$ cat config.mk
export PLATFORM = sky130hd
export DESIGN_NAME = csr_host_sequencer_flat
export DESIGN_NICKNAME = d
export VERILOG_FILES = /design/src/rtl/csr_host_sequencer_if.sv /design/src/rtl/csr_host_sequencer.sv /design/src/flat_wrapper.sv
export SDC_FILE = /design/constraint.sdc
export NUM_CORES = 1
export LEC_CHECK = 0
export ABC_AREA = 0
export BUFFER_PORTS_ARGS = -buffer_cell sky130_fd_sc_hd__buf_2
export CAP_MARGIN = 5
export CORE_ASPECT_RATIO = 0.8
export CORE_MARGIN = 10
export CORE_UTILIZATION = 43
export DETAILED_ROUTE_END_ITERATION = 16
export HOLD_SLACK_MARGIN = 0.06
export PLACE_DENSITY_LB_ADDON = 0.12
export SKIP_CTS_REPAIR_TIMING = 1
export SYNTH_ARGS = -nofsm -noshare
export SYNTH_HDL_FRONTEND = slang
export SYNTH_SLANG_ARGS = --single-unit
$ cat constraint.sdc
create_clock -name clk -period 2.1 [get_ports clk]
set_clock_uncertainty 0.1 [all_clocks]
set_input_delay 0.63 -clock clk [delete_from_list [all_inputs] [get_ports clk]]
set_output_delay 0.63 -clock clk [all_outputs]
set_load 0.02 [all_outputs]
$ cat src/rtl/csr_host_sequencer_if.sv
// rtl/csr_host_sequencer_if.sv - command, register-port and result-stream bundle for csr_host_sequencer
// master = sequencer side, slave = controller / register block / result consumer side.
interface csr_host_sequencer_if;
  logic        cmd_valid;
  logic        cmd_ready;
  logic [1:0]  cmd_mode;
  logic        m_en;
  logic [3:0]  m_we;
  logic [12:0] m_addr;
  logic [31:0] m_wrdata;
  logic [31:0] m_rddata;
  logic        res_valid;
  logic        res_ready;
  logic [31:0] res_data;
  logic        res_last;
  logic        busy;
  logic        timeout_err;

  modport master (
    input  cmd_valid, cmd_mode, m_rddata, res_ready,
    output cmd_ready, m_en, m_we, m_addr, m_wrdata,
           res_valid, res_data, res_last, busy, timeout_err
  );

  modport slave (
    output cmd_valid, cmd_mode, m_rddata, res_ready,
    input  cmd_ready, m_en, m_we, m_addr, m_wrdata,
           res_valid, res_data, res_last, busy, timeout_err
  );
endinterface

$ cat src/rtl/csr_host_sequencer.sv
// rtl/csr_host_sequencer.sv - write mode, pulse start, poll finish, stream result registers
// Port outputs are decoded only from registered state so there is no input-to-output path.
module csr_host_sequencer #(
  parameter int POLL_LIMIT = 1024,
  parameter int RD_BASE    = 9,
  parameter int RD_COUNT   = 4
) (
  input  logic                 clk,
  input  logic                 rst,
  csr_host_sequencer_if.master bus
);

  localparam int PW = $clog2(POLL_LIMIT + 1);
  localparam int IW = (RD_COUNT > 1) ? $clog2(RD_COUNT) : 1;
  localparam logic [PW-1:0] POLL_MAX  = PW'(POLL_LIMIT);
  localparam logic [IW-1:0] LAST_IDX  = IW'(RD_COUNT - 1);
  localparam logic [12:0]   RD_BASE_A = 13'(RD_BASE);

  typedef enum logic [3:0] {
    IDLE, WR_MODE, WR_START1, WR_START0, POLL_RD, POLL_WAIT, RES_RD, RES_WAIT, RES_OUT
  } state_t;

  state_t        state, state_n;
  logic [1:0]    mode, mode_n;
  logic [PW-1:0] poll_cnt, poll_n;
  logic          seen_busy, seen_n;
  logic [IW-1:0] idx, idx_n;
  logic [31:0]   res_q, res_n;
  logic          tmo_q, tmo_n;

  logic          cmd_ready_c, m_en_c, res_valid_c, res_last_c;
  logic [3:0]    m_we_c;
  logic [12:0]   m_addr_c;
  logic [31:0]   m_wrdata_c;

  always_ff @(posedge clk or posedge rst) begin
    if (rst) begin
      state     <= IDLE;
      mode      <= '0;
      poll_cnt  <= '0;
      seen_busy <= 1'b0;
      idx       <= '0;
      res_q     <= '0;
      tmo_q     <= 1'b0;
    end else begin
      state     <= state_n;
      mode      <= mode_n;
      poll_cnt  <= poll_n;
      seen_busy <= seen_n;
      idx       <= idx_n;
      res_q     <= res_n;
      tmo_q     <= tmo_n;
    end
  end

  always_comb begin
    state_n     = state;
    mode_n      = mode;
    poll_n      = poll_cnt;
    seen_n      = seen_busy;
    idx_n       = idx;
    res_n       = res_q;
    tmo_n       = tmo_q;
    cmd_ready_c = 1'b0;
    m_en_c      = 1'b0;
    m_we_c      = 4'h0;
    m_addr_c    = '0;
    m_wrdata_c  = '0;
    res_valid_c = 1'b0;
    res_last_c  = 1'b0;

    case (state)
      IDLE: begin
        cmd_ready_c = 1'b1;
        if (bus.cmd_valid) begin
          mode_n  = bus.cmd_mode;
          tmo_n   = 1'b0;
          poll_n  = '0;
          seen_n  = 1'b0;
          idx_n   = '0;
          state_n = WR_MODE;
        end
      end
      WR_MODE: begin
        m_en_c     = 1'b1;
        m_we_c     = 4'hF;
        m_addr_c   = 13'd3;
        m_wrdata_c = {30'd0, mode};
        state_n    = WR_START1;
      end
      WR_START1: begin
        m_en_c     = 1'b1;
        m_we_c     = 4'hF;
        m_addr_c   = 13'd1;
        m_wrdata_c = 32'd1;
        state_n    = WR_START0;
      end
      WR_START0: begin
        m_en_c   = 1'b1;
        m_we_c   = 4'hF;
        m_addr_c = 13'd1;
        state_n  = POLL_RD;
      end
      POLL_RD: begin
        m_en_c   = 1'b1;
        m_addr_c = 13'd4;
        if (poll_cnt != POLL_MAX) poll_n = poll_cnt + PW'(1);
        state_n  = POLL_WAIT;
      end
      POLL_WAIT: begin
        // A finish bit seen before any busy sample is the stale pre-start value.
        if (!bus.m_rddata[0]) seen_n = 1'b1;
        if (bus.m_rddata[0] && seen_busy) begin
          idx_n   = '0;
          state_n = RES_RD;
        end else if (poll_cnt == POLL_MAX) begin
          tmo_n   = 1'b1;
          state_n = IDLE;
        end else begin
          state_n = POLL_RD;
        end
      end
      RES_RD: begin
        m_en_c   = 1'b1;
        m_addr_c = RD_BASE_A + {{(13-IW){1'b0}}, idx};
        state_n  = RES_WAIT;
      end
      RES_WAIT: begin
        res_n   = bus.m_rddata;
        state_n = RES_OUT;
      end
      RES_OUT: begin
        res_valid_c = 1'b1;
        res_last_c  = (idx == LAST_IDX);
        if (bus.res_ready) begin
          if (idx == LAST_IDX) begin
            state_n = IDLE;
          end else begin
            idx_n   = idx + IW'(1);
            state_n = RES_RD;
          end
        end
      end
      default: state_n = IDLE;
    endcase
  end

  assign bus.cmd_ready   = cmd_ready_c;
  assign bus.m_en        = m_en_c;
  assign bus.m_we        = m_we_c;
  assign bus.m_addr      = m_addr_c;
  assign bus.m_wrdata    = m_wrdata_c;
  assign bus.res_valid   = res_valid_c;
  assign bus.res_data    = res_q;
  assign bus.res_last    = res_last_c;
  assign bus.busy        = (state != IDLE);
  assign bus.timeout_err = tmo_q;

endmodule
$ cat src/flat_wrapper.sv
// flat-port wrapper written by rule: the top's interface ports become plain ports
module csr_host_sequencer_flat 
#(
  parameter int POLL_LIMIT = 1024,
  parameter int RD_BASE    = 9,
  parameter int RD_COUNT   = 4
)
  (clk, rst, bus_cmd_valid, bus_cmd_mode, bus_m_rddata, bus_res_ready, bus_cmd_ready, bus_m_en, bus_m_we, bus_m_addr, bus_m_wrdata, bus_res_valid, bus_res_data, bus_res_last, bus_busy, bus_timeout_err);
  csr_host_sequencer_if bus_i ();
  input  logic clk;
  input  logic rst;
  input wire logic [$bits(bus_i.cmd_valid)-1:0] bus_cmd_valid;
  input wire logic [$bits(bus_i.cmd_mode)-1:0] bus_cmd_mode;
  input wire logic [$bits(bus_i.m_rddata)-1:0] bus_m_rddata;
  input wire logic [$bits(bus_i.res_ready)-1:0] bus_res_ready;
  output wire logic [$bits(bus_i.cmd_ready)-1:0] bus_cmd_ready;
  output wire logic [$bits(bus_i.m_en)-1:0] bus_m_en;
  output wire logic [$bits(bus_i.m_we)-1:0] bus_m_we;
  output wire logic [$bits(bus_i.m_addr)-1:0] bus_m_addr;
  output wire logic [$bits(bus_i.m_wrdata)-1:0] bus_m_wrdata;
  output wire logic [$bits(bus_i.res_valid)-1:0] bus_res_valid;
  output wire logic [$bits(bus_i.res_data)-1:0] bus_res_data;
  output wire logic [$bits(bus_i.res_last)-1:0] bus_res_last;
  output wire logic [$bits(bus_i.busy)-1:0] bus_busy;
  output wire logic [$bits(bus_i.timeout_err)-1:0] bus_timeout_err;
  assign bus_i.cmd_valid = bus_cmd_valid;
  assign bus_i.cmd_mode = bus_cmd_mode;
  assign bus_i.m_rddata = bus_m_rddata;
  assign bus_i.res_ready = bus_res_ready;
  assign bus_cmd_ready = bus_i.cmd_ready;
  assign bus_m_en = bus_i.m_en;
  assign bus_m_we = bus_i.m_we;
  assign bus_m_addr = bus_i.m_addr;
  assign bus_m_wrdata = bus_i.m_wrdata;
  assign bus_res_valid = bus_i.res_valid;
  assign bus_res_data = bus_i.res_data;
  assign bus_res_last = bus_i.res_last;
  assign bus_busy = bus_i.busy;
  assign bus_timeout_err = bus_i.timeout_err;
  csr_host_sequencer #(.POLL_LIMIT(POLL_LIMIT), .RD_BASE(RD_BASE), .RD_COUNT(RD_COUNT)) u_core (.clk(clk), .rst(rst), .bus(bus_i));
endmodule
==> results.py <==
metrics = {
    "sta": {
        "finalCritPeriodShare_pct": 107,
        "setup_viol": 11,
        "rsz0062_at_grt": "yes",
        "final.min_clock_period_ns": 2.24,
        "max_freq_ghz": 0.446,
        "drv_slew": 0,
        "setup_ws_ns": -0.140,
        "hold_violations": 0,
    },
    "route": {
        "viasPerCell": 4.82,
        "dr.first_iter.drc_count": 84,
        "wl_per_cell_um": 15.6,
        "antenna_left": 0,
        "dr.pass1.iters": 4,
        "drc": 0,
        "via_count": 2144,
        "wl_um": 6940,
    },
    "synthesis": {
        "syn_area_per_cell_um2": 10.6,
        "yosys-mux-area-fraction_pct": 12.9,
        "yosys.area_share.adder_pct": 1.35,
        "synth_simple_gate_area_share_pct": 14.6,
        "synthTopCellsByArea": "dfrtp_1 (48%), mux2_2 (13%), buf_4 (11%), nand2_1 (2.3%), nor2_1 (2.0%)",
        "netlist-cell-type-count": 46,
        "yosysSeqAreaShare_pct": 47.7,
        "synth_compound_area_share_pct": 7.52,
        "postSynthCellCount": 263,
        "synth_top_family_by_area": "simple AND/OR/NAND/NOR gates",
        "synth_ff_type": "dfrtp_1",
        "async_flop_share_pct": 100,
        "yosys_warnings": 0,
        "synth.top_cell.area_share_pct": 47.7,
        "synthXorXnorAreaFrac_pct": 1.58,
        "synth_seq_cells": 53,
        "syn-cell-area_mm2": 0.00278,
        "synth_edf_count": 0,
        "synth_top_area_cell": "dfrtp_1",
    },
    "cts": {
        "path_clk_slew_ns": 0.10,
        "cts_made_buffers": 5,
        "h-tree-depth": 2,
        "clock_sinks": 53,
        "cts_max_path_buffers": 2,
        "cts_tree": "built",
        "root_buffer": "clkbuf_8",
        "clock_latency_ns": 0.31,
    },
    "cells_and_area": {
        "area_delta_synth_final_pct": 24.1,
        "final_area_mm2": 0.00345,
        "fin_util_pct": 54.4,
        "diodes": 0,
        "final_nets": 401,
        "drive_gt1_share_pct": 45.2,
    },
    "worst_setup_path": {
        "worstPathArrival_ns": 1.51,
        "crit_fanout": 4,
        "cp-end-kind": "output pin",
        "cp.required_ns": 1.37,
        "crit_type": "register to output pin",
        "cp-start-kind": "register",
        "r2r_slack_ns": 0.02,
    },
    "power_and_ir_drop": {
        "peakVddDrop_v": 0.000581,
        "power.density_mw_per_mm2": 1410,
        "power_mw": 4.86,
        "p_leak_nw": 1.71,
    },
    "die": {
        "initial_utilization_pct": 43.8,
        "dieArea_mm2": 0.0101,
        "io_pins": 125,
        "die_x_um": 110,
        "rows": 26,
        "core_area_mm2": 0.00634,
        "dieHeight_um": 91.9,
    },
    "global_route": {
        "grt_use_total_pct": 12.8,
        "grt_start_max_net_pins": 43,
        "first_global_vias": 2089,
        "grt_pass1_wl_um": 10500,
        "antenna_found_initial": 0,
        "gr-total-overflow": 0,
    },
    "place": {
        "hpwl_um": 5230,
        "port_buffers": 85,
        "placed_cell_area_mm2": 0.00320,
        "place_congestion": 0.778,
    },
    "min_path": {
        "hold_path_class": "primary input to async pin",
    },
    "job": {
        "maxCapViolations": 0,
    },
    "run_status": {
        "violations": "setup timing",
        "status": "complete, but fails checks",
    },
}
==> layer usage <==
metal | up-vias | track usage (%) | wire [um]
met5 | - | 0 | 0
met2 | 80 | 20.0 | 3240
met1 | 1036 | 16.3 | 2910
li1 | 1023 | - | -
met4 | 0 | 4.22 | 72
met3 | 5 | 4.13 | 724
==> final timing paths <==
path / from / to / cells past startpoint
worst max-delay path: u_core.idx[0] / bus_m_addr[1] / 5
worst min-delay path: rst / u_core.bus.res_data[30] / 2
worst max register to register: u_core.state[1] / u_core.poll_cnt[10] / 6
worst min register to register: u_core.bus.res_data[0] / u_core.bus.res_data[0] / 2
max in group asynchronous: rst / u_core.idx[0] / 3
min in group clk: u_core.bus.res_data[0] / u_core.bus.res_data[0] / 2
==> sequential cells by signal, summed over array words and instances (netlist names) <==
| register | cells |
|---|---|
| u_core.seen_busy | 1 |
| u_core.idx | 2 |
| u_core.poll_cnt | 11 |
| u_core.mode | 2 |
| u_core.state | 4 |
| u_core.bus.res_data | 32 |
| u_core.bus.timeout_err | 1 |
==> cell type report <==
type | count | area (um2)
fillers | 595 | 2890
flip-flops and latches | 53 | 1330
multi-input cells | 187 | 1260
repair buffers | 104 | 633
well taps | 84 | 105
clock buffers | 6 | 72.6
inverters | 9 | 33.8
clock inverters | 2 | 15.0
==> critical path: stages (launching register included) <==
cell,delay [ns]
dfrtp_2,0.45
ha_4,0.28
nor3b_2,0.14
a21oi_1,0.06
nor2_1,0.12
buf_4,0.16
==> cells in the final DEF, fill, tap and decap left out, types with 3 or more instances in the layout <==
cell       n
or3_1      5
xnor2_1    4
dfrtp_2    5
nand3_1    7
o21ai_0    7
mux2_2    31
buf_2     78
nor2b_1    5
clkbuf_8   5
o22ai_1    3
nor2_1    12
buf_4     18
nand2_1   17
a21oi_1    6
conb_1    39
buf_6      6
inv_1      8
and3_1     4
dfrtp_1   48
nor4_1     3
==> cell usage after synthesis, types with 3 or more instances <==
library cell   n
buf_4         42
nor2b_1        6
nor2_1        15
mux2_2        31
dfrtp_1       53
clkbuf_1       7
ha_1           3
nand3_1        7
nor3_1         4
o22ai_1        3
or3_1          6
a21oi_1        8
xnor2_1        4
nand2_1       17
o21ai_0        7
inv_1          9
nor4_1         3
and3_1         4
==> report_power, final <==
group / switching [mW] / internal, mW
sequential: 0.247 / 1.42
combinational: 1.48 / 1.13
clock: 0.341 / 0.236
==> per-stage QoR <==
| step | setup WS (ns) | TNS (ns) | hold WS [ns] | instances |
|---|---|---|---|---|
| after floorplan | -0.00393 | -0.00393 | 0.337 | 301 |
| after global placement | 0.107 | 0 | 0.376 | 428 |
| after detailed placement | 0.0931 | 0 | 0.383 | 428 |
| after CTS | -0.263 | -1.94 | 0.135 | 436 |
| after global routing | -0.237 | -1.61 | 0.141 | 445 |
| final | -0.140 | -0.582 | 0.136 | 445 |
==> logic make-up (layout without fill, tap and decap cells) <==
kind of cell	after synthesis	count (layout)
flops	53	53
buf+inv	61	121
xor+xnor	5	5
other cells	1	39
simple gates	76	76
compound gates	32	32
fa+ha+maj	3	3
mux	32	32
(Power assumes the default switching activity.)
